## src/rtl/color_sensor_emu.sv

```systemverilog
// Emulated four-filter light-to-frequency sensor: synchronized pin decode, programmable
// per-filter half-periods, 50 % square wave. Optional LFSR jitter: COLOR_SENSOR_EMU_JITTER_EN.
module color_sensor_emu #(
  parameter int unsigned HP_WIDTH       = 16,
  parameter int unsigned RST_HALF_RED   = 5000,
  parameter int unsigned RST_HALF_BLUE  = 10000,
  parameter int unsigned RST_HALF_CLEAR = 2500,
  parameter int unsigned RST_HALF_GREEN = 8000
) (
  input  logic                clk,
  input  logic                reset,
  input  logic                s0,
  input  logic                s1,
  input  logic                s2,
  input  logic                s3,
  input  logic                cfg_we,
  input  logic [1:0]          cfg_sel,
  input  logic [HP_WIDTH-1:0] cfg_data,
  output logic                sensor_out,
  output logic                running
);

  localparam int unsigned HW = HP_WIDTH + 6;

  typedef enum logic {ST_IDLE, ST_RUN} state_t;

  state_t              state, state_nxt;
  logic [3:0]          pin_meta, pin_sync, pin_prev;  // {s0,s1,s2,s3}
  logic [HP_WIDTH-1:0] half_reg [4];
  logic [HW-1:0]       cnt, cnt_nxt, hcur, hcur_nxt;
  logic                out_nxt, run_nxt;

  logic [1:0]          filter_c;
  logic [5:0]          scale_c;
  logic [HP_WIDTH-1:0] half_cur_c, half_ld_c;
  logic [HW-1:0]       h_c, h_ld_c, h_tog_c;
  logic                idle_c, sel_change_c, cnt_last_c;

  // Pin synchronizer plus previous-cycle copy for change detection
  always_ff @(posedge clk) begin
    if (reset) begin
      pin_meta <= 4'b0;
      pin_sync <= 4'b0;
      pin_prev <= 4'b0;
    end else begin
      pin_meta <= {s0, s1, s2, s3};
      pin_sync <= pin_meta;
      pin_prev <= pin_sync;
    end
  end

  always_ff @(posedge clk) begin
    if (reset) begin
      half_reg[0] <= HP_WIDTH'(RST_HALF_RED);
      half_reg[1] <= HP_WIDTH'(RST_HALF_BLUE);
      half_reg[2] <= HP_WIDTH'(RST_HALF_CLEAR);
      half_reg[3] <= HP_WIDTH'(RST_HALF_GREEN);
    end else if (cfg_we) begin
      half_reg[cfg_sel] <= cfg_data;
    end
  end

  assign filter_c = pin_sync[1:0];

  always_comb begin
    scale_c = 6'd0;
    case (pin_sync[3:2])
      2'b11:   scale_c = 6'd1;
      2'b10:   scale_c = 6'd5;
      2'b01:   scale_c = 6'd50;
      default: scale_c = 6'd0;
    endcase
  end

  // A restart coinciding with a write to the selected filter takes the written value
  assign half_cur_c   = half_reg[filter_c];
  assign half_ld_c    = (cfg_we && (cfg_sel == filter_c)) ? cfg_data : half_cur_c;
  assign h_c          = HW'(half_cur_c) * HW'(scale_c);
  assign h_ld_c       = HW'(half_ld_c) * HW'(scale_c);
  assign idle_c       = (scale_c == 6'd0) || (h_c == '0);
  assign sel_change_c = (pin_sync != pin_prev);
  assign cnt_last_c   = (cnt == hcur - HW'(1));

`ifdef COLOR_SENSOR_EMU_JITTER_EN
  logic [15:0] lfsr;
  logic        lfsr_step_c;

  assign lfsr_step_c = (state == ST_RUN) && !idle_c && !sel_change_c && cnt_last_c;
  assign h_tog_c     = h_c + HW'(lfsr[1:0]);

  // Fibonacci LFSR, taps 16,14,13,11; advances once per output toggle
  always_ff @(posedge clk) begin
    if (reset) begin
      lfsr <= 16'hACE1;
    end else if (lfsr_step_c) begin
      lfsr <= {lfsr[14:0], lfsr[15] ^ lfsr[13] ^ lfsr[12] ^ lfsr[10]};
    end
  end
`else
  assign h_tog_c = h_c;
`endif

  // Generator next-state: idle beats restart beats toggle beats count
  always_comb begin
    state_nxt = state;
    cnt_nxt   = cnt;
    hcur_nxt  = hcur;
    out_nxt   = sensor_out;
    run_nxt   = running;
    if (idle_c) begin
      state_nxt = ST_IDLE;
      cnt_nxt   = '0;
      out_nxt   = 1'b0;
      run_nxt   = 1'b0;
    end else if ((state == ST_IDLE) || sel_change_c) begin
      state_nxt = ST_RUN;
      cnt_nxt   = '0;
      hcur_nxt  = h_ld_c;
      out_nxt   = 1'b0;
      run_nxt   = 1'b1;
    end else if (cnt_last_c) begin
      cnt_nxt   = '0;
      hcur_nxt  = h_tog_c;
      out_nxt   = ~sensor_out;
    end else begin
      cnt_nxt   = cnt + HW'(1);
    end
  end

  always_ff @(posedge clk) begin
    if (reset) begin
      state      <= ST_IDLE;
      cnt        <= '0;
      hcur       <= '0;
      sensor_out <= 1'b0;
      running    <= 1'b0;
    end else begin
      state      <= state_nxt;
      cnt        <= cnt_nxt;
      hcur       <= hcur_nxt;
      sensor_out <= out_nxt;
      running    <= run_nxt;
    end
  end

endmodule

```

## config.mk

```make
export PLATFORM = sky130hd
export DESIGN_NAME = color_sensor_emu
export DESIGN_NICKNAME = d
export VERILOG_FILES = /design/src/rtl/color_sensor_emu.sv
export SDC_FILE = /design/constraint.sdc
export NUM_CORES = 1
export LEC_CHECK = 0
export CAP_MARGIN = 0
export CORE_ASPECT_RATIO = 1.1
export CORE_MARGIN = 10
export CORE_UTILIZATION = 40
export DETAILED_ROUTE_END_ITERATION = 12
export GPL_TIMING_DRIVEN = 0
export SETUP_SLACK_MARGIN = 0.4
export SLEW_MARGIN = 20
export SYNTH_ARGS = -nofsm -noshare
export SYNTH_HDL_FRONTEND = slang
export SYNTH_SLANG_ARGS = --single-unit
```

## constraint.sdc

```tcl
create_clock -name clk -period 8.9 [get_ports clk]
set_clock_uncertainty 0.15 [all_clocks]
set_input_delay 1.78 -clock clk [delete_from_list [all_inputs] [get_ports clk]]
set_output_delay 1.78 -clock clk [all_outputs]
set_load 0.005 [all_outputs]
```

==> impl_results.md, run 1 <==
- Status: completed
- Vias in the first global route: between 8000 and 9000
- Initial core utilization: 0.404
- Via density: roughly 5.3
- Post-CTS sizing: 0
- Clk_lat worst skew: roughly 0.43 ns
- Routed len/inst: approximately 18 um
- Final min period: just under 8 ns
- First-pass detailed-route iteration total: 5
- Leakage power total: 5.77 nW
- Clock power frac: 0.383
- Total power: 0.00180 W
- Top Ports: 27
- CP max FO: 10
- Max-cap viol count: 0
- Switching share of power: 0.330
- RSZ-0062 raised after global routing: no
- Reg2Reg Depth: 21
- Core box area: 28600 um2
- Total Neg Setup Slack: 0 ns
- CTS clk-pin slew, worst paths: 0.06 ns
- Die Area: 36100 um2
- Worst Setup End Kind: flip-flop
- WL final: between 20000 and 30000 um
- Syn_area_per_cell: 9.56 um2
- Area Growth Syn to Fin: 11.3%
- FF-to-FF Start: pin_sync[0]$_SDFF_PP0_
- Relative slew margins: 0.278
- Die W: between 150 and 200 um
- DP HPWL: 22800 um
- Worst Hold Path EP: pin_sync[0]$_SDFF_PP0_
- Register-to-register setup slack: around 1.1 ns
- GPL Wtd Cong: just under 0.9
- Number of H-tree levels: 4
- Largest register FFs: 64
- Layout Cells excl Fill: between 1500 and 2000
- Fin. max-slew vios: 0
- Startpoint Class: primary input
- Final Net Count: approximately 1400
- Sequential area share after synthesis: 0.266
- Flop and latch count out of synthesis: ~120
- Number of fill cells in the layout: 2835
- Hold Crit Class: flip-flop to flip-flop
- Comb pwr share: 0.260
- Net Sw Power: 0.000596 W
- FF+latch area: between 3000 and 4000 um2
- Pwr Density: 140 nW/um2
- Grt ovf: 0
- Largest net degree at the start of global routing: 17
- Synth top area share: 0.166
- Worst R2R End: hcur[4]$_SDFFE_PP0P_
- Detail Route Antenna Nets: 0
- Iteration-0 DRC Markers: 535
- Synth area leaders: edfxtp_1 17%, fa_1 12%, ha_1 10%, dfxtp_1 10%, inv_1 4.3%
- Data arrival time of the critical path: ~8.1 ns
- Post-synth top cells: 132 x inv_1, 93 x ha_1, 93 x nor2_1, 78 x and2_1, 72 x fa_1
- Distinct cells, synth: 89
- IO buf count: 26
- Num rows: 65
- Die Y: between 150 and 200 um
- Syn Nets: ~1400
- Seq pwr share: 0.357
- Int Power: roughly 0.0012 W
- Tcrit/Tclk final: 0.884
- Final setup viols: 0
- CTS max path bufs: 2
- Hold Path Origin: pin_meta[0]$_SDFF_PP0_
- Mapped Cells: 1211
- Number of flops mapped to enable cells by yosys: 64
- Asr flop ratio synth: 0
- Hold violation count in the final report: 0
- Kind of critical path: primary input to flip-flop
- DP Area: 12300 um2
- CTS tree: yes
- Hold Buf Count CTS: 0
- Area of the multi-input gates: 7670 um2
- Hold-critical path depth: 1
- Share of cells above drive strength 1: 0.0898
- Max Clk Rate: 127 MHz
- Post-layout instance area: about 13000 um2
- Main synth FF type: edfxtp_1
- Most common cell in the netlist: inv_1
- Mapped Area: around 12000 um2
- Via Count: ~8600
- Least-Margin Pin Slew: ~1.1 ns
- CTS Buf Count: 17
- Data required time of the critical path: 9.08 ns
- ANT cells: 0
- Sink Count: 122
- Worst VDD drop: roughly 0.00013 V
- Placed Cells: about 1600
- Setup repair bufs after CTS: 0
- Drc violations: 0
- Initial antenna violation count: 0
- Synth area leader: edfxtp_1
- Ys Warns: 0
- First-pass GRT wire length: ~47000 um
- Root buffer cell: clkbuf_16
- Global Route Usage Sum: 0.164
-- worst max-delay path, stage by stage --
cell and delay, ns:
clkdlybuf4s50_1 0.50, xnor2_1 0.16, nand3_1 0.48, clkbuf_1 0.69, mux2i_1 0.61, nor2_1 0.21, fa_1 0.53, inv_1 0.06
fa_1 0.53, inv_1 0.05, fa_1 0.37, ha_1 0.37, a21o_1 0.23, or3_1 0.31, a31o_2 0.24, nand2_1 0.06
o21ai_0 0.09, a21oi_1 0.18, xor2_1 0.22, o21ai_0 0.11, a31o_2 0.26
-- how the worst max path moves through the flow --
| stage | start | endpoint | cells past startpoint |
|---|---|---|---|
| CTS | cfg_sel[1] | hcur[21]$_SDFFE_PP0P_ | 21 |
| floorplan | cfg_sel[1] | hcur[15]$_SDFFE_PP0P_ | 20 |
| global route | pin_sync[0]$_SDFF_PP0_ | hcur[3]$_SDFFE_PP0P_ | 21 |
| finish | cfg_sel[1] | hcur[21]$_SDFFE_PP0P_ | 21 |
| global placement | cfg_sel[1] | hcur[21]$_SDFFE_PP0P_ | 21 |
| detailed placement | cfg_sel[1] | hcur[21]$_SDFFE_PP0P_ | 21 |
-- logic make-up after synthesis --
family                     after synthesis  share of synthesized area
AOI/OAI and AO/OA                      184                      0.114
xor gates and xnor gates                91                     0.0689
adders and majority gates              165                      0.225
buffers and inverters                  189                     0.0710
DFF                                    122                      0.266
muxes                                   41                     0.0530
and+or+nand+nor                        419                      0.202
-- metal layers --
metal | GRT usage | wire (um) | vias to the layer above
met3 | 0.0244 | 841 | 41
met2 | 0.295 | 14400 | 169
met4 | 0.0654 | 901 | 0
li1 | - | - | 4280
met5 | 0 | 0 | -
met1 | 0.192 | 12600 | 4143
-- through the flow --
stage	setup WS [ns]	util	hold slack, ns
final	1.03	0.450	0.284
after global routing	0.655	0.450	0.310
after CTS	1.01	0.450	0.290
after global placement	0.661	0.429	0.268
after floorplan	2.20	-	0.264
after detailed placement	0.579	0.430	0.275
-- power by group through the flow --
stage	clock, W	sequential [W]	combinational (W)
floorplan	0	0.000649	0.000344
global placement	0	0.000654	0.000459
detailed placement	0	0.000656	0.000464
CTS	0.000700	0.000644	0.000468
global route	0.000728	0.000648	0.000523
finish	0.000691	0.000644	0.000469
-- cells in the final DEF (no fill, tap or decap), types with 4 or more instances in the layout --
| cell | instances |
|---|---|
| nor3_1 | 22 |
| dfxtp_1 | 58 |
| o21ai_0 | 24 |
| a211oi_2 | 14 |
| xnor2_1 | 48 |
| nor3b_1 | 4 |
| nor2_1 | 93 |
| nand2_1 | 47 |
| o211ai_1 | 7 |
| nand2b_1 | 40 |
| a211oi_1 | 9 |
| and2_1 | 78 |
| clkdlybuf4s50_1 | 26 |
| fa_1 | 72 |
| a31oi_1 | 8 |
| a31o_2 | 4 |
| inv_1 | 132 |
| nand3_1 | 26 |
| clkbuf_8 | 5 |
| nor4_1 | 11 |
| edfxtp_1 | 64 |
| clkbuf_1 | 39 |
| clkbuf_16 | 17 |
| a21oi_1 | 54 |
| mux2i_1 | 23 |
| mux4_2 | 16 |
| a211o_1 | 5 |
| o21a_1 | 6 |
| nand4_1 | 10 |
| ha_1 | 93 |
| nor2b_1 | 28 |
| inv_6 | 8 |
| and3_1 | 18 |
| xor2_1 | 43 |
| nand3b_1 | 5 |
| a21o_1 | 17 |
| or3_1 | 5 |
-- cell type report --
cell class                      count  share of cell area
Multi-Input combinational cell    900               0.596
Sequential cell                   122               0.239
Inverter                          132              0.0385
Tap cell                          368              0.0358
Clock buffer                       17              0.0330
Buffer                             57              0.0254
Timing Repair Buffer               26              0.0202
Clock inverter                     15              0.0118
No activity file was read; power rests on OpenSTA's default activity.
==> inputs of run 2 (changes only) <==
--- a/config.mk
+++ b/config.mk
@@ -6,7 +6,7 @@
 export NUM_CORES = 1
 export LEC_CHECK = 0
 export CAP_MARGIN = 0
-export CORE_ASPECT_RATIO = 1.1
+export CORE_ASPECT_RATIO = 1.2
 export CORE_MARGIN = 10
 export CORE_UTILIZATION = 40
 export DETAILED_ROUTE_END_ITERATION = 12
==> run 2 against run 1 <==
Net effect: utilization up 0.27 points; global-route usage down 0.48 points; routed wire length down 1.9%; first-iteration DRC count down 32%; die area about the same; setup slack better by 0.15 ns; critical path type unchanged; highest routed layer unchanged.
==> impl_results.md, run 2 (synthesized netlist as in run 1, its figures left out) <==
- CP max FO: 10 (unchanged)
- ANT cells: 0 (unchanged)
- Post-layout instance area: 13000 um2 (+0.77%)
- Most frequent cells in the layout: 132 x inv_1, 93 x nor2_1, 93 x ha_1
- Hold Path Origin: pin_meta[2]$_SDFF_PP0_
- Final Net Count: 1446 (unchanged)
- CTS Buf Count: 17 (unchanged)
- Via density: 5.11 (-3.0%)
- Initial antenna violation count: 0 (unchanged)
- Sink Count: 122 (unchanged)
- Largest register FFs: 64 (unchanged)
- Post-CTS sizing: 0 (unchanged)
- IO buf count: 26 (unchanged)
- Iteration-0 DRC Markers: 362 (-32%)
- Register-to-register setup slack: 1.22 ns (+0.11 ns)
- Area Growth Syn to Fin: 12.1%
- Setup repair bufs after CTS: 0 (unchanged)
- Final min period: 7.72 ns (-0.147 ns)
- Total Neg Setup Slack: 0 ns (unchanged)
- GPL Wtd Cong: 0.869 (-2.2%)
- Total power: 0.00188 W (+4.2%)
- Hold Crit Class: flip-flop to flip-flop
- Vias in the first global route: 8770 (-1.4%)
- Hold Buf Count CTS: 0 (unchanged)
- Kind of critical path: primary input to flip-flop
- Worst Setup End Kind: flip-flop
- Status: completed
- First-pass GRT wire length: 45700 um (-3.6%)
- DP Area: 12300 um2 (+0.17%)
- Fin. max-slew vios: 0 (unchanged)
- Share of cells above drive strength 1: 0.0898 (unchanged)
- Die Area: 36200 um2 (about the same)
- First-pass detailed-route iteration total: 5 (unchanged)
- Crit path buffers/inverters: 4 (unchanged)
- DP HPWL: 22700 um (-0.64%)
- Slowest CP cell: clkbuf_1
- Die W: 175 um (-3.8%)
- Drc violations: 0 (unchanged)
- Hold violation count in the final report: 0 (unchanged)
- Leakage power total: 5.80 nW (+0.41%)
- Tcrit/Tclk final: 0.868 (-0.0165)
- Max-cap viol count: 0 (unchanged)
- Post-Route Utilization: 0.452 (+0.00274)
- Top Ports: 27 (unchanged)
- Routed len/inst: 17.0 um (-2.9%)
- Commonest non-fill, non-tap cell in the layout: inv_1
- Die Y: 206 um (+4.0%)
- Startpoint Class: primary input
- RSZ-0062 raised after global routing: no
- CTS clk-pin slew, worst paths: 0.06 ns (about the same)
- Setup ws final: 1.18 ns (+0.147 ns)
- Max Clk Rate: 129 MHz (+1.9%)
- Clk_lat worst skew: 0.43 ns (about the same)
- Origin of the worst setup path: cfg_sel[1]
- Crit-path cells: clkdlybuf4s50_1 -> xnor2_1 -> nand3_1 -> clkbuf_1 -> mux2i_1 -> nor2_1 -> fa_1 -> inv_1 -> fa_1 -> inv_1 -> fa_1 -> ha_1 -> and2_1 -> a221o_1 -> a21oi_1 -> a21oi_1 -> nor3_1 -> xnor2_1 -> a21oi_1 -> nand3_1 -> a21oi_1
- CP dominant cell by count: a21oi_1
- Grt ovf: 0 (unchanged)
- Largest net degree at the start of global routing: 17 (unchanged)
- CTS max path bufs: 2 (unchanged)
- Least-Margin Pin Slew: 1.02 ns (-0.0578 ns)
- Core box area: 28700 um2 (+0.16%)
- Data required time of the critical path: 9.10 ns (+0.02 ns)
- Largest delay share family, worst path: adder cells
- CTS tree: yes
- Detail Route Antenna Nets: 0 (unchanged)
- Initial core utilization: 0.404 (-0.000635)
- Worst VDD drop: 0.000121 V (-4.1%)
- Relative slew margins: 0.321 (+0.0426)
- Pwr Density: 145 nW/um2 (+3.4%)
- Root buffer cell: clkbuf_16
- FF-to-FF Start: pin_sync[0]$_SDFF_PP0_
- Final setup viols: 0 (unchanged)
- Via Count: 8459 (-2.0%)
- Worst slack, placed: 0.721 ns (+0.141 ns)
- Max incr delay on CP: 0.64 ns (-0.05 ns)
- Num rows: 68 (+4.6%)
- Global Route Usage Sum: 0.159 (-0.00484)
- Data arrival time of the critical path: 7.92 ns (-0.13 ns)
- WL final: 28100 um (-1.9%)
- Number of H-tree levels: 4 (unchanged)
## run 2: cell count changes in the layout (fill, tap and decap cells not counted), sizes merged
cell      before  now
bufinv         1    5
clkbuf        63   65
clkinv         3    2
clkinvlp       1    3
inv          142  135
## run 2: metal layers
| layer | share of wire | wire [um] | track usage |
|---|---|---|---|
| met1 | 0.43 | 12200 | 0.181 |
| met5 | 0 | 0 | 0 |
| met4 | 0.042 | 1180 | 0.0721 |
| met3 | 0.023 | 650 | 0.0249 |
| met2 | 0.50 | 14100 | 0.289 |
## run 2: final cells by class
type	instances	area, um2
plain buffers	57	327
clock buffers	19	433
clock inverters	13	216
fillers	2795	15700
inverters	132	495
multi-input cells	900	7680
flip-flops and latches	122	3080
well taps	385	482
repair buffers	26	260
## run 2: final timing paths
kind                                 end  depth (start not counted)
setup / recovery   hcur[18]$_SDFFE_PP0P_                         21
hold / removal    pin_sync[2]$_SDFF_PP0_                          1
setup reg to reg    hcur[2]$_SDFFE_PP0P_                         21
hold reg to reg   pin_sync[2]$_SDFF_PP0_                          1
## run 2: worst reg2reg max path, cell delays in order (launching register included)
cell and delay [ns]:
dfxtp_1 0.30, clkbuf_1 0.63, buf_1 0.68, mux4_2 0.69, and2_1 0.21, fa_1 0.49, fa_1 0.55, inv_1 0.05
fa_1 0.47, inv_1 0.04, ha_1 0.26, clkbuf_1 0.29, a21o_1 0.23, o32ai_1 0.13, a211oi_1 0.53, a31oi_1 0.19
xnor2_1 0.57, nor4_1 0.18, a21o_2 0.36, nor2_8 0.24, buf_6 0.21, a211oi_2 0.09
## run 2: metrics by stage
stage	hold slack, ns	std cells
floorplan	0.264	1211
global placement	0.269	1622
detailed placement	0.274	1622
CTS	0.287	1654
global route	0.309	1654
finish	0.284	1654
## run 2: where the power goes
| group | internal (W) | total (W) | switching [W] |
|---|---|---|---|
| Sequential | 0.000626 | 0.000643 | 0.0000177 |
| Clock | 0.000500 | 0.000770 | 0.000270 |
| Combinational | 0.000189 | 0.000467 | 0.000278 |
| Total | 0.00131 | 0.00188 | 0.000565 |
==> inputs of run 3 (changes only) <==
--- a/config.mk
+++ b/config.mk
@@ -8,7 +8,7 @@
 export CAP_MARGIN = 0
 export CORE_ASPECT_RATIO = 1.2
 export CORE_MARGIN = 10
-export CORE_UTILIZATION = 40
+export CORE_UTILIZATION = 35
 export DETAILED_ROUTE_END_ITERATION = 12
 export GPL_TIMING_DRIVEN = 0
 export SETUP_SLACK_MARGIN = 0.4
==> run 3 against run 2 <==
Net effect: final cell count rose by 1.3%; fmax down 0.37%; first-iteration DRC count up 30%; critical path type is now flip-flop to flip-flop; critical endpoint is now hcur[3]$_SDFFE_PP0P_; largest power group is now registers.
==> impl_results.md, run 3 (synthesized netlist as in run 1, its figures left out) <==
- Status: completed
- Leakage power total: 5.75 nW (-0.79%)
- Max Clk Rate: 129 MHz (-0.37%)
- DP Area: 12300 um2 (+0.18%)
- First-pass GRT wire length: 46900 um (+2.6%)
- Initial antenna violation count: 0 (unchanged)
- RSZ-0062 raised after global routing: no
- Hold violation count in the final report: 0 (unchanged)
- Global Route Usage Sum: 0.146 (-0.0135)
- Initial core utilization: 0.357 (-0.0468)
- Worst VDD drop: 0.000142 V (+17%)
- Core box area: 32400 um2 (+13%)
- Sink Count: 122 (unchanged)
- WL final: 28300 um (+0.53%)
- Hold Buf Count CTS: 0 (unchanged)
- CP max FO: 10 (unchanged)
- Top Ports: 27 (unchanged)
- Tcrit/Tclk final: 0.871 (+0.00325)
- DP HPWL: 22900 um (+0.82%)
- Area of the multi-input gates: 7680 um2 (about the same)
- Most frequent cells in the layout: 132 x inv_1, 93 x nor2_1, 93 x ha_1
- Iteration-0 DRC Markers: 471 (+30%)
- Pwr Density: 136 nW/um2 (-6.4%)
- GPL Wtd Cong: 0.881 (+1.4%)
- First-pass detailed-route iteration total: 5 (unchanged)
- Die Area: 40800 um2 (+13%)
- Total Neg Setup Slack: 0 ns (unchanged)
- Least-Margin Pin Slew: 1.05 ns (+0.0321 ns)
- CTS Buf Count: 17 (unchanged)
- Vias in the first global route: 8803 (+0.38%)
- Via density: 5.06 (-1.0%)
- Post-layout instance area: 12900 um2 (-0.55%)
- Worst Setup End Kind: flip-flop
- Root buffer cell: clkbuf_16
- CTS clk-pin slew, worst paths: 0.06 ns (about the same)
- IO buf count: 26 (unchanged)
- Die Y: 219 um (+6.2%)
- Hold-critical path depth: 1 (unchanged)
- Switching share of power: 0.328 (+0.0276)
- Number of fill cells in the layout: 3237 (+16%)
- Largest register FFs: 64 (unchanged)
- Area Growth Syn to Fin: 11.5%
- ANT cells: 0 (unchanged)
- FF+latch area: 3080 um2 (unchanged)
- Kind of critical path: flip-flop to flip-flop
- Startpoint Class: flip-flop
- Final Net Count: 1446 (unchanged)
- Int Power: 0.00118 W (-11%)
- Via Count: 8484 (+0.30%)
- Commonest non-fill, non-tap cell in the layout: inv_1
- Setup repair bufs after CTS: 0 (unchanged)
- Comb pwr share: 0.267 (+0.019)
- Number of H-tree levels: 4 (unchanged)
- Largest net degree at the start of global routing: 17 (unchanged)
- Final min period: 7.75 ns (+0.0289 ns)
- Routed len/inst: 16.9 um (-0.79%)
- Grt ovf: 0 (unchanged)
- Detail Route Antenna Nets: 0 (unchanged)
- CTS tree: yes
- Num rows: 72 (+5.9%)
- Fin. max-slew vios: 0 (unchanged)
- Net Sw Power: 0.000574 W (+1.6%)
- Drc violations: 0 (unchanged)
- Clock power frac: 0.365 (-0.044)
- Relative slew margins: 0.292 (-0.0288)
- Share of cells above drive strength 1: 0.0906 (+0.000788)
- Hold Crit Class: flip-flop to flip-flop
- Total power: 0.00175 W (-6.9%)
- Die W: 186 um (+6.1%)
- Clk_lat worst skew: 0.44 ns (about the same)
- Seq pwr share: 0.368 (+0.026)
- Final setup viols: 0 (unchanged)
- Data required time of the critical path: 9.08 ns (-0.02 ns)
- Post-CTS sizing: 0 (unchanged)
- CTS max path bufs: 2 (unchanged)
- Reg2Reg Depth: 21 (unchanged)
- Max-cap viol count: 0 (unchanged)
- Data arrival time of the critical path: 7.94 ns (+0.02 ns)
==> run 3: power by group through the flow <==
stage / Sequential [W] / Combinational (W) / Clock (W)
6_report: 0.000643 / 0.000467 / 0.000639
5_1_grt: 0.000646 / 0.000522 / 0.000682
4_1_cts: 0.000643 / 0.000467 / 0.000651
3_5_place_dp: 0.000655 / 0.000463 / 0
3_3_place_gp: 0.000654 / 0.000459 / 0
2_1_floorplan: 0.000649 / 0.000344 / 0
==> run 3: cell type report <==
| cell class | instances | share of cell area |
|---|---|---|
| inverter | 132 | 0.0384 |
| timing repair buffer | 26 | 0.0202 |
| tap | 407 | 0.0395 |
| multi-input combinational | 900 | 0.595 |
| buffer | 57 | 0.0253 |
| clock buffer | 18 | 0.0333 |
| sequential | 122 | 0.239 |
| clock inverter | 14 | 0.00902 |
==> run 3: path summary, 6_finish.rpt <==
check / startpoint / end / slack, ns
worst max register to register: pin_sync[0]$_SDFF_PP0_ / hcur[3]$_SDFFE_PP0P_ / 1.15
worst min-delay path: pin_meta[2]$_SDFF_PP0_ / pin_sync[2]$_SDFF_PP0_ / 0.28
worst max-delay path: pin_sync[0]$_SDFF_PP0_ / hcur[3]$_SDFFE_PP0P_ / 1.15
worst min register to register: pin_meta[2]$_SDFF_PP0_ / pin_sync[2]$_SDFF_PP0_ / 0.28
==> run 3: layer usage <==
| metal | part of all wire | vias to the layer above | global-route usage |
|---|---|---|---|
| met4 | 0.042 | 0 | 0.0694 |
| met5 | 0 | - | 0 |
| met3 | 0.026 | 33 | 0.0218 |
| met1 | 0.43 | 4048 | 0.169 |
| met2 | 0.50 | 148 | 0.258 |
| li1 | - | 4255 | - |
==> run 3: through the flow <==
step	util	hold WS [ns]	setup WS [ns]	instances
final	0.398	0.283	1.15	1676
after CTS	0.397	0.288	1.12	1676
after global routing	0.398	0.305	0.615	1676
after global placement	0.381	0.267	0.743	1644
after detailed placement	0.381	0.275	0.745	1644
after floorplan	-	0.264	2.20	1211
==> run 3: worst max-delay path, stage by stage (launching register included) <==
cell and delay [ns]:
dfxtp_1 0.31, clkbuf_1 0.62, buf_1 0.71, mux4_2 0.68, nand2_1 0.15, o21ai_0 0.11
ha_1 0.31, fa_1 0.54, inv_1 0.05, fa_1 0.47, inv_1 0.04, ha_1 0.38
a211o_1 0.29, a211oi_1 0.45, nor2_1 0.14, o311ai_0 0.92, nand4b_1 0.15, nor4_1 0.36
a21o_2 0.36, nor2_8 0.10, buf_6 0.17, a211oi_2 0.18
